===== config.mk =====
export PLATFORM = sky130hd
export DESIGN_NAME = if_fetch_unit
export DESIGN_NICKNAME = d
export VERILOG_FILES = /design/src/rtl/if_fetch_unit.sv
export SDC_FILE = /design/constraint.sdc
export NUM_CORES = 1
export LEC_CHECK = 0
export ABC_AREA = 1
export CAP_MARGIN = 25
export CELL_PAD_IN_SITES_DETAIL_PLACEMENT = 2
export CELL_PAD_IN_SITES_GLOBAL_PLACEMENT = 2
export CORE_AREA = 2 2 174 176
export CTS_CLUSTER_SIZE = 30
export DETAILED_ROUTE_END_ITERATION = 10
export DIE_AREA = 0 0 176 178
export DONT_BUFFER_PORTS = 1
export GPL_TIMING_DRIVEN = 0
export PLACE_DENSITY_LB_ADDON = 0.1
export SETUP_SLACK_MARGIN = 0.4
export SLEW_MARGIN = 20
export SYNTH_ARGS = -nofsm -noshare
export SYNTH_HDL_FRONTEND = slang
export SYNTH_SLANG_ARGS = --single-unit
export TNS_END_PERCENT = 20

===== constraint.sdc =====
create_clock -name clk -period 1.7 [get_ports clk]
set_input_delay 0.085 -clock clk [delete_from_list [all_inputs] [get_ports clk]]
set_output_delay 0.085 -clock clk [all_outputs]
set_load 0.05 [all_outputs]

===== src/rtl/if_fetch_unit.sv =====
// IF stage: owns the PC, issues imem requests, presents {PC+4, instr} to IF/ID; result registered one cycle after imem_ready.
// Backpressure: a stall parks at most one word in the skid and drops imem_req; redirect drains any outstanding request first.
module if_fetch_unit #(
   parameter logic [31:0] RESET_PC = 32'h0000_0000
) (
   input  logic        clk,
   input  logic        rst,
   input  logic        stall,
   input  logic        redirect,
   input  logic [31:0] redirect_pc,
   output logic        imem_req,
   output logic [31:0] imem_addr,
   input  logic        imem_ready,
   input  logic [31:0] imem_rdata,
   output logic [31:0] PC_out,
   output logic [31:0] instruction_out,
   output logic        valid_out
);

   typedef enum logic [1:0] {FETCH, HOLD, DRAIN} state_t;

   state_t      state, state_nxt;
   logic [31:0] pc, pc_nxt;
   logic [31:0] pend_pc, pend_pc_nxt;
   logic [31:0] skid_pc4, skid_pc4_nxt;
   logic [31:0] skid_instr, skid_instr_nxt;
   logic        valid_nxt;
   logic [31:0] pc_out_nxt;
   logic [31:0] instr_nxt;
   logic        consume;
   logic        out_free;
   logic [31:0] pc_plus4;

   assign consume  = valid_out & ~stall;
   assign out_free = ~valid_out | consume;
   assign pc_plus4 = pc + 32'd4;

   // pc is left untouched during DRAIN, so it always names the in-flight request.
   assign imem_addr = pc;
   assign imem_req  = ~rst & (state != HOLD);

   always_ff @(posedge clk) begin
      if (rst) begin
         state           <= FETCH;
         pc              <= RESET_PC;
         pend_pc         <= 32'd0;
         skid_pc4        <= 32'd0;
         skid_instr      <= 32'd0;
         valid_out       <= 1'b0;
         PC_out          <= 32'd0;
         instruction_out <= 32'd0;
      end else begin
         state           <= state_nxt;
         pc              <= pc_nxt;
         pend_pc         <= pend_pc_nxt;
         skid_pc4        <= skid_pc4_nxt;
         skid_instr      <= skid_instr_nxt;
         valid_out       <= valid_nxt;
         PC_out          <= pc_out_nxt;
         instruction_out <= instr_nxt;
      end
   end

   always_comb begin
      state_nxt      = state;
      pc_nxt         = pc;
      pend_pc_nxt    = pend_pc;
      skid_pc4_nxt   = skid_pc4;
      skid_instr_nxt = skid_instr;
      valid_nxt      = valid_out;
      pc_out_nxt     = PC_out;
      instr_nxt      = instruction_out;

      if (redirect) begin
         valid_nxt  = 1'b0;
         pc_out_nxt = 32'd0;
         instr_nxt  = 32'd0;
         case (state)
            FETCH: begin
               if (imem_ready) begin
                  pc_nxt = redirect_pc;
               end else begin
                  pend_pc_nxt = redirect_pc;
                  state_nxt   = DRAIN;
               end
            end
            DRAIN: begin
               pend_pc_nxt = redirect_pc;
               if (imem_ready) begin
                  pc_nxt    = redirect_pc;
                  state_nxt = FETCH;
               end
            end
            HOLD: begin
               pc_nxt    = redirect_pc;
               state_nxt = FETCH;
            end
            default: state_nxt = FETCH;
         endcase
      end else begin
         if (consume) begin
            valid_nxt = 1'b0;
         end
         case (state)
            FETCH: begin
               if (imem_ready) begin
                  pc_nxt = pc_plus4;
                  if (out_free) begin
                     valid_nxt  = 1'b1;
                     pc_out_nxt = pc_plus4;
                     instr_nxt  = imem_rdata;
                  end else begin
                     skid_pc4_nxt   = pc_plus4;
                     skid_instr_nxt = imem_rdata;
                     state_nxt      = HOLD;
                  end
               end
            end
            HOLD: begin
               if (consume) begin
                  valid_nxt  = 1'b1;
                  pc_out_nxt = skid_pc4;
                  instr_nxt  = skid_instr;
                  state_nxt  = FETCH;
               end
            end
            DRAIN: begin
               // Returning data belongs to the abandoned path and is discarded.
               if (imem_ready) begin
                  pc_nxt    = pend_pc;
                  state_nxt = FETCH;
               end
            end
            default: state_nxt = FETCH;
         endcase
      end
   end

endmodule


# Yosys cells after proc, flatten, opt, wreduce, memory -nomap -nowiden
# Cells that the tools add are included.
[word_totals] output_inout_bits=98 mem_count=0 ram_bits=0 romBits=0 ff_bits=195 latchBits=0
[op_classes] multipliers=0 add_sub_neg=1 magnitude_cmp=0 n_reduce_logical=11 n_eq_ne=14 n_shift=0 n_div=0 n_bitwise=8 mux=29
[op_table] op="$mux 32" n=11
[op_table] op="$pmux 32 s2" n=5
[op_table] op="$add 32x3->32 const B" n=1
[op_table] op="$ne 3x3->1 const B" n=5
[op_table] op="$mux 2" n=6
[op_table] op="$reduce_and 4->1" n=3
[op_table] op="$ne 2x2->1 const B" n=4
[op_table] op="$ne 3x2->1 const B" n=2
[op_table] op="$pmux 2 s3" n=1
[op_table] op="$not 1->1" n=5
[op_table] op="$reduce_and 5->1" n=1
[op_table] op="$mux 1" n=4
[op_table] op="$pmux 2 s2" n=1
[op_table] op="$reduce_bool 2->1" n=2
[op_table] op="$reduce_or 2->1" n=2
[op_table] op="$reduce_and 3->1" n=1
[op_table] op="$reduce_bool 3->1" n=1
[op_table] op="$and 1x1->1" n=2
[op_table] op="$eq 2x1->1 const B" n=1
[op_table] op="$eq 2x2->1 const B" n=1
[op_table] op="$logic_not 2->1" n=1
[op_table] op="$ne 2x1->1 const B" n=1
[op_table] op="$pmux 1 s2" n=1
[op_table] op="$or 1x1->1" n=1

# Logic depth before layout (Yosys ltp)
[depth] word_depth=7 mapped_depth=12 ltp_nobuf=12

# Least setup slack after synthesis
# No wires, ideal clock.
[synth_timing] kind="register to register" from="register pc[2], in the netlist imem_addr[2]" to="register skid_pc4[26]" arrival_time_ns=1.966 n_path_buf=0 setup_slack_ns=-0.382 path_stages_with_launch=10 required_time_ns=1.585 setup_ns=0.115 path_cell_list="dfxtp_1 ha_1 nand2_1 nor2_2 nand2_2 nor2_4 nand3_1 and2_1 o21ai_0 inv_1"
[synth_via] elab_chain_len=1
[synth_lines] element="start: declaration" line="23" text="logic [31:0] pc, pc_nxt;"
[synth_lines] element="start signal: assignment" line="54" text="pc <= pc_nxt;"
[synth_lines] element="$add 32x3->32" line="36" text="assign pc_plus4 = pc + 32'd4;"
[synth_lines] element="end signal: assignment" line="56" text="skid_pc4 <= skid_pc4_nxt;"
[synth_lines] element="end: declaration" line="25" text="logic [31:0] skid_pc4, skid_pc4_nxt;"
# Every way passes these cells.
# A chain may end at the register's enable or synchronous reset.

# Worst setup path after layout
[layout_timing] from="register valid_out" to="register PC_out[4]"
[layout_via] elab_chain_len=4 word_cells_on_any_way=6
[layout_lines] element="start: declaration" line="17" text="output logic valid_out"
[layout_lines] element="start signal: assignment" line="58" text="valid_out <= valid_nxt;"
[layout_lines] element="$and 1x1->1 or $not 1->1 (tied branches)" line="34, 35"
[layout_lines] element="$or 1x1->1" line="35" text="assign out_free = ~valid_out | consume;"
[layout_lines] element="$ne 2x2->1 (no line)"
[layout_lines] element="$reduce_and 4->1 (no line) (*)"
[layout_lines] element="end signal: assignment" line="59" text="PC_out <= pc_out_nxt;"
[layout_lines] element="end: declaration" line="15" text="output logic [31:0] PC_out,"
# Mark *: on every way between the ends. The rest lies on a longest branch, timed or not.

==> impl_results.md <==
- CP bufs+invs: 3
- Final setup fails: 101
- Largest stage delay on the critical path: 0.46 ns
- DR WL/cell: 22.59 µm
- Leak: 4.963 nW
- Vias per inst: 5.194
- Synth unique cells: 35
- Via count: 9453
- CP delay by family, top: simple AND/OR/NAND/NOR gates
- Arr. time, crit path: 2.29 ns
- CTS Buffer Depth: 2
- Total wire length: 41120 µm
- Fillers: 3255
- Fin Clk Skew: 0.009925 ns
- Die footprint: 31330 µm²
- Total GRT Usage: 25.61%
- Critical-path cell list: inv_2 -> or2_4 -> o211ai_1 -> nand2_4 -> buf_12 -> buf_12 -> o21ai_1 -> nor2_1
- Area grow syn2layout: 44.04%
- Post-synthesis area per instance: 6.965 µm²
- GR Util met3: 5.754%
- Io pins: 167
- Root buf cell: clkbuf_16
- Global route total overflow: 0
- PortBufs: 0
- Max-cap viol count: 0
- Final min period: 1.962 ns
- Antenna violations before repair: 1
- Synthesis Warnings: 0
- Final worst setup slack: -0.2623 ns
- Worst rel slew slack: 33.29%
- Outcome: finished with violations
- Worst path most repeated cell: buf_12
- Cells after synthesis: 1288
- Slew @ Worst Pin: 1.001 ns
- Syn_nets: 1358
- Peak supply drop: 0.6092 mV
- Grt met1 use: 28.85%
- Final period util: 115.4%
- H-tree depth: 4
- Failing checks: negative setup slack
- Worst skew pair latency: 0.45 ns
- Worst-path cell with the longest stage delay: dfxtp_4
- Critical path startpoint category: flip-flop
- Busiest layer in global routing: met2
- Clk sinks: 195
- Cts bufs inserted: 17
- Site Rows: 63
- Die Ht: 178 µm
- Cell Area, Synth: 8971 µm²
- Layout net count: 1486
- Max Transition Viols Final: 0
- Core footprint: 29400 µm²
- Util after Layout: 43.95%
- Place WS: -0.4182 ns
- Initial core utilization: 30.51%
- Initial DRC count: 296
- Routed Antenna Nets: 0
- Crit path required time: 2.03 ns
- CP Capture Type: flip-flop
- PD cells: 894.3 nW/µm²
- Layout cells sized above 1: 28.97%
- Hold Path Class: in2reg
- #FFs+latches synth: 195
- CP Class: reg2reg
- Remaining DRCs: 0
- Reg clk slew, reported paths: 0.08 ns
- Dpl hpwl: 28030 µm
- Die W: 176 µm
- RSZ-0062 raised after global routing: yes
- Final hold vios: 0
- Crit-path max FO: 10
- M2 GR Usage: 48.24%
- Sequential area share after synthesis: 43.51%
- Vias in the first global route: 10360
- Largest net degree at the start of global routing: 18
- First-pass iteration count of the detailed router: 4
- TritonCTS clock tree: built
- First-pass GRT wire length: 60850 µm
- Routability cong.: 0.8355
- Max Freq: 509.6 MHz
==> cells by family after synthesis <==
family,Yosys count,synth area share [%]
AOI/OAI and AO/OA,395,24.16
xor gates and xnor gates,15,1.464
adders and majority gates,1,0.1394
buffers and inverters,211,9.358
DFF,195,43.51
and+or+nand+nor,471,21.37
==> where the power goes <==
group,switching [W],internal (W),total (W)
logic,0.00109,0.000787,0.00188
clock network,0.00205,0.00217,0.00422
registers,0.000688,0.00477,0.00545
==> cells in the final DEF, fill, tap and decap left out, types with 20 or more instances in the layout <==
cell,n
nand2_1,184
dfxtp_1,162
nor2_1,150
inv_1,117
a21oi_1,107
o21ai_0,88
dlygate4sd3_1,65
a21oi_2,48
o21ai_1,47
o21ai_2,40
nand2_2,39
dfxtp_4,30
buf_4,27
clkbuf_16,27
clkbuf_1,25
nor2_4,25
nand3_1,21
o211ai_1,20
==> synthesized netlist by cell type <==
master	n	share of area (%)
a2111oi_0	1	0.098
a211oi_1	10	0.84
a211oi_2	11	1.5
a21oi_1	160	8.9
a21oi_2	1	0.098
a31oi_1	2	0.14
and2_1	4	0.28
buf_1	9	0.38
buf_2	17	0.95
buf_4	3	0.25
buf_6	2	0.25
clkbuf_1	52	2.2
clkinv_1	2	0.084
dfxtp_1	195	44
ha_1	1	0.14
inv_1	121	5.1
inv_2	5	0.21
nand2_1	230	9.6
nand2_2	2	0.14
nand3_1	30	1.7
nand3_2	1	0.11
nand3b_1	6	0.50
nor2_1	181	7.6
nor2_2	4	0.28
nor2_4	5	0.63
o211a_1	4	0.45
o211ai_1	20	1.7
o21ai_0	179	10
o21ai_1	6	0.33
o31ai_1	1	0.084
or2_0	2	0.14
or2_1	1	0.070
or2_2	5	0.35
xnor2_1	7	0.68
xor2_1	8	0.78
==> path summary, 6_finish.rpt <==
check | startpoint | to | slack (ns) | cells past startpoint
setup / recovery | valid_out | PC_out[4] | -0.26 | 8
hold / removal | stall | valid_out | 0.05 | 4
setup reg to reg | valid_out | PC_out[4] | -0.26 | 8
hold reg to reg | pend_pc[28] | pend_pc[28] | 0.45 | 2
==> worst reg2reg max path, cell delays in order (launching register included) <==
cell      delay [ns]
dfxtp_4         0.46
inv_2           0.06
or2_4           0.24
o211ai_1        0.28
nand2_4         0.18
buf_12          0.18
buf_12          0.14
o21ai_1         0.20
nor2_1          0.10
==> registers in the layout, summed over array words and instances (netlist names) <==
| signal | cells |
|---|---|
| state | 2 |
| skid_pc4 | 32 |
| valid_out | 1 |
| pend_pc | 32 |
| PC_out | 32 |
| imem_addr | 32 |
| instruction_out | 32 |
| skid_instr | 32 |
==> stage by stage <==
| stage | hold WS (ns) | total power, W | TNS, ns | area [µm²] | instances |
|---|---|---|---|---|---|
| CTS | -0.03054 | 0.01136 | -9.014 | 12230 | 1803 |
| global placement | 0.1814 | 0.006656 | -37.26 | 9597 | 1678 |
| finish | 0.04653 | 0.01156 | -13.88 | 12920 | 1820 |
| detailed placement | 0.1821 | 0.006690 | -41.92 | 9597 | 1678 |
| floorplan | 0.1747 | 0.006226 | 0 | 9109 | 1288 |
| global route | 0.07731 | 0.01202 | -20.90 | 12920 | 1820 |
==> routing by layer <==
metal | part of all wire (%) | vias up | routed length (µm)
li1 | - | 4462 | -
met1 | 41 | 4741 | 16660
met2 | 52 | 194 | 21500
met3 | 4.8 | 56 | 1960
met4 | 2.4 | 0 | 998
met5 | 0 | - | 0
==> layout make-up <==
cell class,instances,area [µm²],share of cell area (%)
multi-input combinational,882,5351,41.41
sequential,195,4020,31.11
timing repair buffer,108,1159,8.966
buffer,83,778.2,6.022
inverter,128,524.3,4.057
tap,390,488.0,3.776
clock buffer,20,466.7,3.612
clock inverter,12,116.4,0.9005
timing repair inverter,1,16.27,0.1259
antenna,1,2.502,0.01936
==> timing repair <==
action,4_1_cts,5_1_grt
buffers inserted,26,13
endpoints found under the setup margin,197,198
gates resized for setup,347,168
pin swaps,82,86
cloned,2,3
hold endpoints to repair,130,0
hold buffers,65,0
(Power assumes the default switching activity.)
